$ cat src/rtl/riscv_pkg.sv
// Shared RV32I decode definitions: itype/opcode constants,
// classifier result and ID/EX bundle types.
package riscv_pkg;

    localparam logic [2:0] ITYPE_R = 3'b000;
    localparam logic [2:0] ITYPE_I = 3'b001;
    localparam logic [2:0] ITYPE_B = 3'b010;
    localparam logic [2:0] ITYPE_S = 3'b011;
    localparam logic [2:0] ITYPE_U = 3'b100;
    localparam logic [2:0] ITYPE_J = 3'b101;

    localparam logic [6:0] OP_OP     = 7'b0110011;
    localparam logic [6:0] OP_LOAD   = 7'b0000011;
    localparam logic [6:0] OP_OPIMM  = 7'b0010011;
    localparam logic [6:0] OP_JALR   = 7'b1100111;
    localparam logic [6:0] OP_SYSTEM = 7'b1110011;
    localparam logic [6:0] OP_STORE  = 7'b0100011;
    localparam logic [6:0] OP_BRANCH = 7'b1100011;
    localparam logic [6:0] OP_LUI    = 7'b0110111;
    localparam logic [6:0] OP_AUIPC  = 7'b0010111;
    localparam logic [6:0] OP_JAL    = 7'b1101111;

    typedef struct packed {
        logic [2:0] itype;
        logic       illegal;
    } cls_t;

    typedef struct packed {
        logic [31:0] pc;
        logic [6:0]  opcode;
        logic [4:0]  rd;
        logic [2:0]  funct3;
        logic [4:0]  rs1;
        logic [4:0]  rs2;
        logic        funct7b5;
        logic [2:0]  itype;
        logic [31:0] simm;
        logic [31:0] uimm;
        logic        illegal;
    } id_ex_t;

endpackage

$ cat src/rtl/immdec.sv
// Immediate decoder: builds sign- and zero-extended immediates
// from the raw instruction; itype selects the format (R -> 0).
// Ports: itype_i, instr_i in; simm_o, uimm_o out.
module immdec
    import riscv_pkg::*;
(
    input  logic [2:0]  itype_i,
    input  logic [31:0] instr_i,
    output logic [31:0] simm_o,
    output logic [31:0] uimm_o
);

    logic [31:0] i;
    logic        unused_op;

    assign i         = instr_i;
    assign unused_op = ^instr_i[6:0];

    always_comb begin
        simm_o = '0;
        uimm_o = '0;
        unique case (itype_i)
            ITYPE_I: begin
                simm_o = {{20{i[31]}}, i[31:20]};
                uimm_o = {20'b0, i[31:20]};
            end
            ITYPE_S: begin
                simm_o = {{20{i[31]}}, i[31:25], i[11:7]};
                uimm_o = {20'b0, i[31:25], i[11:7]};
            end
            ITYPE_B: begin
                simm_o = {{19{i[31]}}, i[31], i[7],
                          i[30:25], i[11:8], 1'b0};
                uimm_o = {19'b0, i[31], i[7],
                          i[30:25], i[11:8], 1'b0};
            end
            ITYPE_U: begin
                simm_o = {i[31:12], 12'b0};
                uimm_o = {i[31:12], 12'b0};
            end
            ITYPE_J: begin
                simm_o = {{11{i[31]}}, i[31], i[19:12],
                          i[20], i[30:21], 1'b0};
                uimm_o = {11'b0, i[31], i[19:12],
                          i[20], i[30:21], 1'b0};
            end
            default: begin
                simm_o = '0;
                uimm_o = '0;
            end
        endcase
    end

endmodule

$ cat src/rtl/decode_stage.sv
// RV32I ID stage: classifies opcode, decodes immediates and fields,
// and registers them into ID/EX with valid/ready, stall and flush.
// Ports: clk, rst_n; IF side if_valid/if_instr/if_pc/id_ready;
// hazard stall/flush; EX side ex_ready/ex_valid and ex_* fields.
module decode_stage
    import riscv_pkg::*;
#(
    parameter int XLEN = 32
) (
    input  logic            clk,
    input  logic            rst_n,
    input  logic            if_valid,
    input  logic [31:0]     if_instr,
    input  logic [XLEN-1:0] if_pc,
    output logic            id_ready,
    input  logic            stall,
    input  logic            flush,
    input  logic            ex_ready,
    output logic            ex_valid,
    output logic [XLEN-1:0] ex_pc,
    output logic [6:0]      ex_opcode,
    output logic [4:0]      ex_rd,
    output logic [2:0]      ex_funct3,
    output logic [4:0]      ex_rs1,
    output logic [4:0]      ex_rs2,
    output logic            ex_funct7b5,
    output logic [2:0]      ex_itype,
    output logic [31:0]     ex_simm,
    output logic [31:0]     ex_uimm,
    output logic            ex_illegal
);

    function automatic cls_t classify(input logic [6:0] op);
        cls_t c;
        c.itype   = ITYPE_R;
        c.illegal = 1'b0;
        unique case (op)
            OP_OP:     c.itype = ITYPE_R;
            OP_LOAD,
            OP_OPIMM,
            OP_JALR,
            OP_SYSTEM: c.itype = ITYPE_I;
            OP_STORE:  c.itype = ITYPE_S;
            OP_BRANCH: c.itype = ITYPE_B;
            OP_LUI,
            OP_AUIPC:  c.itype = ITYPE_U;
            OP_JAL:    c.itype = ITYPE_J;
            default: begin
                c.itype   = ITYPE_R;
                c.illegal = 1'b1;
            end
        endcase
        return c;
    endfunction

    cls_t        cls;
    logic [31:0] simm;
    logic [31:0] uimm;
    logic        load;
    logic        valid_q, valid_d;
    id_ex_t      ex_q, ex_d;

    assign cls = classify(if_instr[6:0]);

    // Illegal opcodes are classified as R, so immdec yields zero.
    immdec u_immdec (
        .itype_i (cls.itype),
        .instr_i (if_instr),
        .simm_o  (simm),
        .uimm_o  (uimm)
    );

    assign id_ready = !stall && !flush && (!valid_q || ex_ready);
    assign load     = if_valid && id_ready;

    always_comb begin
        ex_d    = ex_q;
        valid_d = valid_q;
        if (flush) begin
            valid_d = 1'b0;
        end else if (load) begin
            valid_d       = 1'b1;
            ex_d.pc       = 32'(if_pc);
            ex_d.opcode   = if_instr[6:0];
            ex_d.rd       = if_instr[11:7];
            ex_d.funct3   = if_instr[14:12];
            ex_d.rs1      = if_instr[19:15];
            ex_d.rs2      = if_instr[24:20];
            ex_d.funct7b5 = if_instr[30];
            ex_d.itype    = cls.itype;
            ex_d.simm     = simm;
            ex_d.uimm     = uimm;
            ex_d.illegal  = cls.illegal;
        end else if (valid_q && ex_ready) begin
            valid_d = 1'b0;
        end
    end

    always_ff @(posedge clk or negedge rst_n) begin
        if (!rst_n) begin
            valid_q <= 1'b0;
            ex_q    <= '0;
        end else begin
            valid_q <= valid_d;
            ex_q    <= ex_d;
        end
    end

    assign ex_valid    = valid_q;
    assign ex_pc       = XLEN'(ex_q.pc);
    assign ex_opcode   = ex_q.opcode;
    assign ex_rd       = ex_q.rd;
    assign ex_funct3   = ex_q.funct3;
    assign ex_rs1      = ex_q.rs1;
    assign ex_rs2      = ex_q.rs2;
    assign ex_funct7b5 = ex_q.funct7b5;
    assign ex_itype    = ex_q.itype;
    assign ex_simm     = ex_q.simm;
    assign ex_uimm     = ex_q.uimm;
    assign ex_illegal  = ex_q.illegal;

endmodule

$ cat config.mk
export PLATFORM = sky130hd
export DESIGN_NAME = decode_stage
export DESIGN_NICKNAME = d
export VERILOG_FILES = /design/src/rtl/riscv_pkg.sv /design/src/rtl/immdec.sv /design/src/rtl/decode_stage.sv
export SDC_FILE = /design/constraint.sdc
export NUM_CORES = 1
export LEC_CHECK = 0
export ABC_AREA = 1
export BUFFER_PORTS_ARGS = -buffer_cell sky130_fd_sc_hd__buf_2
export CAP_MARGIN = 20
export CORE_MARGIN = 2
export CORE_UTILIZATION = 52
export DETAILED_ROUTE_END_ITERATION = 16
export PLACE_DENSITY = 0.85
export SYNTH_ARGS = -nofsm -noshare
export SYNTH_HDL_FRONTEND = slang
export SYNTH_SLANG_ARGS = --single-unit
export TNS_END_PERCENT = 30
$ cat constraint.sdc
create_clock -name clk -period 2.2 [get_ports clk]
set_input_delay 0.33 -clock clk [delete_from_list [all_inputs] [get_ports clk]]
set_output_delay 0.33 -clock clk [all_outputs]
set_load 0.1 [all_outputs]
* Word-level counts from Yosys, hierarchy flattened *
Cells that the tools add are included.

storage, ports and cells
  register bits = 127
  bits of input ports = 70
  output and inout port bits = 128
  word-level logic and storage cells = 48

operators by class
  reductions and logical operators = 13
  equality and inequality tests = 15
  bitwise gates (word level) = 1
  multiplexer cells = 7

operator list
  cell                                                  number
  one-hot mux 32 bit (5 select lines)                   2
  equality test 7 bit (second input constant)           4
  equality test 7 x 6 -> 1 bit (second input constant)  3
  one-hot mux 3 bit (5 select lines)                    1
  equality test 7 x 5 -> 1 bit (second input constant)  2
  OR reduction 10 bit                                   1
  equality test 7 x 2 -> 1 bit (second input constant)  1
  equality test 3 x 2 -> 1 bit (second input constant)  2
  equality test 3 bit (second input constant)           2
  logical AND 1 bit                                     4
  2-to-1 mux 1 bit                                      4
  OR reduction 4 bit                                    1
  equality test 3 x 1 -> 1 bit (second input constant)  1
  zero test 1 bit                                       3
  nonzero test 3 bit                                    1
  AND reduction 2 bit                                   1
  OR reduction 2 bit                                    1
  logical OR 1 bit                                      1
  inverter 1 bit                                        1

* Logic depth before layout (Yosys ltp) *
  depth after elaboration = 6
  mapped depth = 15
  mapped depth without buffers = 14

* Modules after synthesis *
Synthesis repeated with hierarchy kept, for this count alone.

second synthesis, totals
  cell total of the unflattened synthesis = 696
  area, all modules = 5,504.0 um2

by module, submodules not included
  module        seq. area each (um2)  times used  area each (um2)  cells each
  decode_stage  3,178.0               1           4,919.7          570
  immdec        0.0                   1           584.3            126

* Worst setup path before layout *
OpenSTA, ideal clock, no wires.

  path type = register to register
  start point = reg valid_q, in the netlist ex_valid
  end point = reg ex_q, in the netlist ex_simm[10]
  clock period less this slack = 3,186 ps
  setup slack = -986 ps
  library setup time = 128 ps
  cell stages (with the launch flop) = 9
  arrival time = 3,058 ps
  data required time = 2,072 ps
  path buffers = 2
  cell sequence = dfrtp_1 -> inv_1 -> nor2_1 -> nor3_2 -> nand2_2 -> buf_2 -> clkbuf_1 -> nand2_1 -> o31ai_1

between the ends
  longest elaborated chain between the ends = 5

RTL lines
  element                        line                 RTL
  start, declared                decode_stage.sv:60   logic valid_q, valid_d;
  start signal, assigned         decode_stage.sv:104  valid_q <= valid_d;
  zero test 1 bit                decode_stage.sv:73   assign id_ready = !stall && !flush && (!valid_q || ex_ready);
  logical OR 1 bit               decode_stage.sv:73
  logical AND 1 bit              decode_stage.sv:73
  named net id_ready             decode_stage.sv:15   output logic id_ready,
  logical AND 1 bit              decode_stage.sv:74   assign load = if_valid && id_ready;
  AND reduction 2 bit (no line)  n/a
  end signal, assigned           decode_stage.sv:102  ex_q <= '0;
  end signal, assigned           decode_stage.sv:105  ex_q <= ex_d;
  end, declared                  decode_stage.sv:61   id_ex_t ex_q, ex_d;

The timed path passes the listed nets, and every way through them passes these cells.
A chain may end at the register's enable or synchronous reset.

* Worst setup path in the final report *
  start point = reg valid_q, in the netlist ex_valid
  end point = out id_ready

between the ends
  longest elaborated chain between the ends = 3

RTL lines
  element            line
  zero test 1 bit    decode_stage.sv:73
  logical OR 1 bit   decode_stage.sv:73
  logical AND 1 bit  decode_stage.sv:73
  end, declared      decode_stage.sv:15

No other way between the ends.

==> impl_results.md <==
* Result of the run: completed
* Htree depth at 4
* Post-layout instance count excluding filler cells at 862
* Post-CTS Repair Setup Buffers at 0
* Cell at the root of the clock tree: clkbuf_8
* Critical path arrival at 1740 ps
* Share of cells above drive strength 1 at 39.0%
* Via density at 5.09
* Share of the synthesized area in compound gates (AO/OA/AOI/OAI) at 3.55%
* Mapped Avg Cell Area at 8.88 µm²
* Worst reg2reg path depth at 7
* Residual DRC count at 0
* Wire per inst at 14.4 µm
* Slowest cell delay on critical path at 480 ps
* Antenna diode count at 0
* Startpoint class of the critical path: flop
* Wire length of the first global-routing pass at 20.1 mm
* Insertion delay to the later sink of the worst-skew pair at 500 ps
* Gate Count Post-Synth at 544
* WHS Path Cells at 3
* Clock tree from TritonCTS: yes
* Tmin final at 2070 ps
* Number of nets in the synthesized netlist at 615
* Antenna violations before repair at 0
* Multiplexer fraction of the synthesized cell area at 0%
* Crit path max fanout at 2
* Hold wc startpoint: if_pc[29]
* Required time of the critical path at 1870 ps
* Floorplan die width at 100 µm
* Global-route usage over all layers at 25.5%
* Floorplan Core Area at 9110 µm²
* Placed cells at 829
* Final Total Pwr at 7.16 mW
* Maximum buffer depth of the clock tree at 2
* Path category of the worst min-delay check: in -> reg
* Critical register-to-register path endpoint: ex_simm[10]$_DFFE_PN0P_
* Fin. max-slew vios at 0
* Power per cell area at 1090 nW/µm²
* CP max stage cell: dfrtp_4
* Highest signal layer in the routed design: met4
* Peak supply drop at 0.891 mV
* Post-CTS clock slew at the launch and capture registers of the worst setup and hold paths at 60 ps
* Met3 wirelength from detailed routing at 962 µm
* Maximum number of pins on one net before global-route repair at 56
* Total CTS buffers at 17
* Vias at 4384
* Number of input and output port buffers inserted at 197
* Hpwl dp at 9.19 mm
* Die area at 10100 µm²
* Final setup violation count at 0
* Max Cap Violations at 0
* Area delta synth->final at 36.4%
* Startpoint of the most critical register-to-register path: ex_valid$_DFFE_PN0P_
* Iter 0 DRT Violations at 160
* Amount of wire on met2 after detailed routing at 6.15 mm
* Number of global-route vias before repair at 4167
* Number of rows in the core area at 35
* Post-Place Worst Slack at -34.7 ps
* Crit path kind: reg -> out
* Fillers at 698
* Share of synthesized area occupied by flip-flops and latches at 59.6%
* Combinational family with the most area after synthesis: simple AND/OR/NAND/NOR gates
* Maximum achievable frequency at 482 MHz
* DRT Wirelength at 12.4 mm
* Number of nets in the final layout at 809
* Lkg Pwr at 3.98 nW
* Pre-antenna DRT Iters at 5
* Distinct cells, synth at 28
* Largest clock skew in the final design at 10.6 ps
* Simple-gate portion of the synthesized area at 30.5%
* Mapped cell area at 4830 µm²
* Initial Utilization at 53.0%
* Post-synthesis share of cell area spent on full adders, half adders and majority gates at 0.259%
* Actual transition at the worst max-transition pin at 543 ps
* CTS sink count at 115
* Placer's final routability congestion estimate at 0.890
* Series of cell instances along the critical path: inv_4 > nor2_4 > nor3_4 > buf_2
* Top-level I/O count at 198
* Element type at the critical path end: output port
* Setup_tns at 0 ps
* Met1 Routed Length at 5.16 mm
* Reg2reg setup slack at 430 ps
* Min setup slack post-route at 126 ps
* Final core area utilization at 72.3%
* Synth Register Bits at 115
* Detail Route Antenna Nets at 0
* Die Ht at 100 µm
* Fraction of synthesized cell area in xor and xnor cells at 0%
* Final count of hold timing violations at 0
* RSZ-0062 raised after global routing: no
* Warnings, synthesis at 0
* End point of the most critical hold path: ex_pc[29]$_DFFE_PN0P_
* Final critical-path share of the clock period at 94.3%
* Max-Slew Margin vs Limit at 63.8%
* GR Overflow Total at 0
## state kept, by name (all words and copies together) (netlist names)
name,cells
ex_illegal,1
ex_valid,1
ex_opcode,7
ex_itype,3
ex_simm,32
ex_uimm,20
ex_rs1,5
ex_rd,5
ex_rs2,5
ex_funct3,3
ex_pc,32
ex_funct7b5,1
## synthesized netlist by cell type
cell      count  area, µm²
nand2_2       8       50.1
o21ai_2       1       8.76
inv_2         4       15.0
nor2_4        7       78.8
ha_1          1       12.5
nand4_1       4       25.0
buf_1         1       3.75
o22ai_1       4       25.0
nand3_2       7       70.1
clkbuf_1     14       52.6
clkinv_1      1       3.75
inv_4         1       6.26
o211ai_1      1       7.51
nor2_1        7       26.3
o21ai_0      18       90.1
buf_2         5       25.0
nand3_1      35        175
nand4_2       1       12.5
dfrtp_1     115       2880
nand2_4       2       22.5
inv_1        18       67.6
o31ai_1       4       30.0
nor3_2        1       10.0
buf_6         2       22.5
nand2_1     266        998
a21oi_1       2       10.0
nor2_2        1       6.26
buf_4        13       97.6
## final cells by class
class / instances / area, µm² / area share (%)
repair buffers: 210 / 1150 / 17.5
inverters: 24 / 95.1 / 1.44
clock inverters: 14 / 154 / 2.34
well taps: 111 / 139 / 2.11
clock buffers: 18 / 418 / 6.34
multi-input cells: 370 / 1750 / 26.6
flip-flops and latches: 115 / 2880 / 43.7
## layout by cell type, fill, tap and decap left out, types with 4 or more instances in the layout
master and count:
nand3_1 23, clkinv_4 4, nor2_1 6, nand2_1 261, nand4_1 4, buf_4 8
nand3_2 19, buf_2 196, dfrtp_1 114, clkbuf_16 16, buf_12 5, inv_1 17
o21ai_0 18, inv_2 4, nor2_4 8, o31ai_1 4, nand2_2 12, o22ai_1 4
## metrics by stage
stage,instance area (µm²),hold WS [ps]
3_5_place_dp,6010,344
4_1_cts,6590,2.23
6_report,6590,17.9
5_1_grt,6590,3.47
3_3_place_gp,6010,346
2_1_floorplan,5010,34.4
## per-layer routing
metal | vias to the layer above | track usage (%)
met2 | 201 | 42.3
met1 | 2079 | 33.1
met3 | 12 | 6.96
li1 | 2092 | -
met4 | 0 | 7.27
met5 | - | 0
## worst max-delay path by stage
stage	cells past startpoint	endpoint	slack, ps	startpoint
floorplan	9	ex_simm[20]$_DFFE_PN0P_	-290	ex_valid$_DFFE_PN0P_
global placement	14	ex_simm[20]$_DFFE_PN0P_	40	if_instr[3]
detailed placement	14	ex_simm[17]$_DFFE_PN0P_	-30	if_instr[3]
CTS	4	id_ready	100	ex_valid$_DFFE_PN0P_
global route	4	id_ready	80	ex_valid$_DFFE_PN0P_
finish	4	id_ready	130	ex_valid$_DFFE_PN0P_
## power breakdown
part / leakage, nW / switching (mW) / internal, mW / total [mW]
clock network: 0.272 / 0.991 / 1.62 / 2.61
logic: 2.19 / 1.83 / 0.293 / 2.12
registers: 1.52 / 0.109 / 2.31 / 2.42
## repair_timing
item,CTS,global route
hold buffers,1,0
endpoints found under the hold margin,38,0
gates resized for setup,0,0
endpoints found under the setup margin,0,0
## cell families after synthesis
group           Yosys count
simple gates            339
flops                   115
buf+inv                  59
compound gates           30
fa+ha+maj                 1
## worst max-delay path: cells and delay by family (launching register included)
| family | cells | cell delay, ps |
|---|---|---|
| buf+inv | 2 | 530 |
| flops | 1 | 480 |
| simple gates | 2 | 230 |
(Power assumes the default switching activity.)
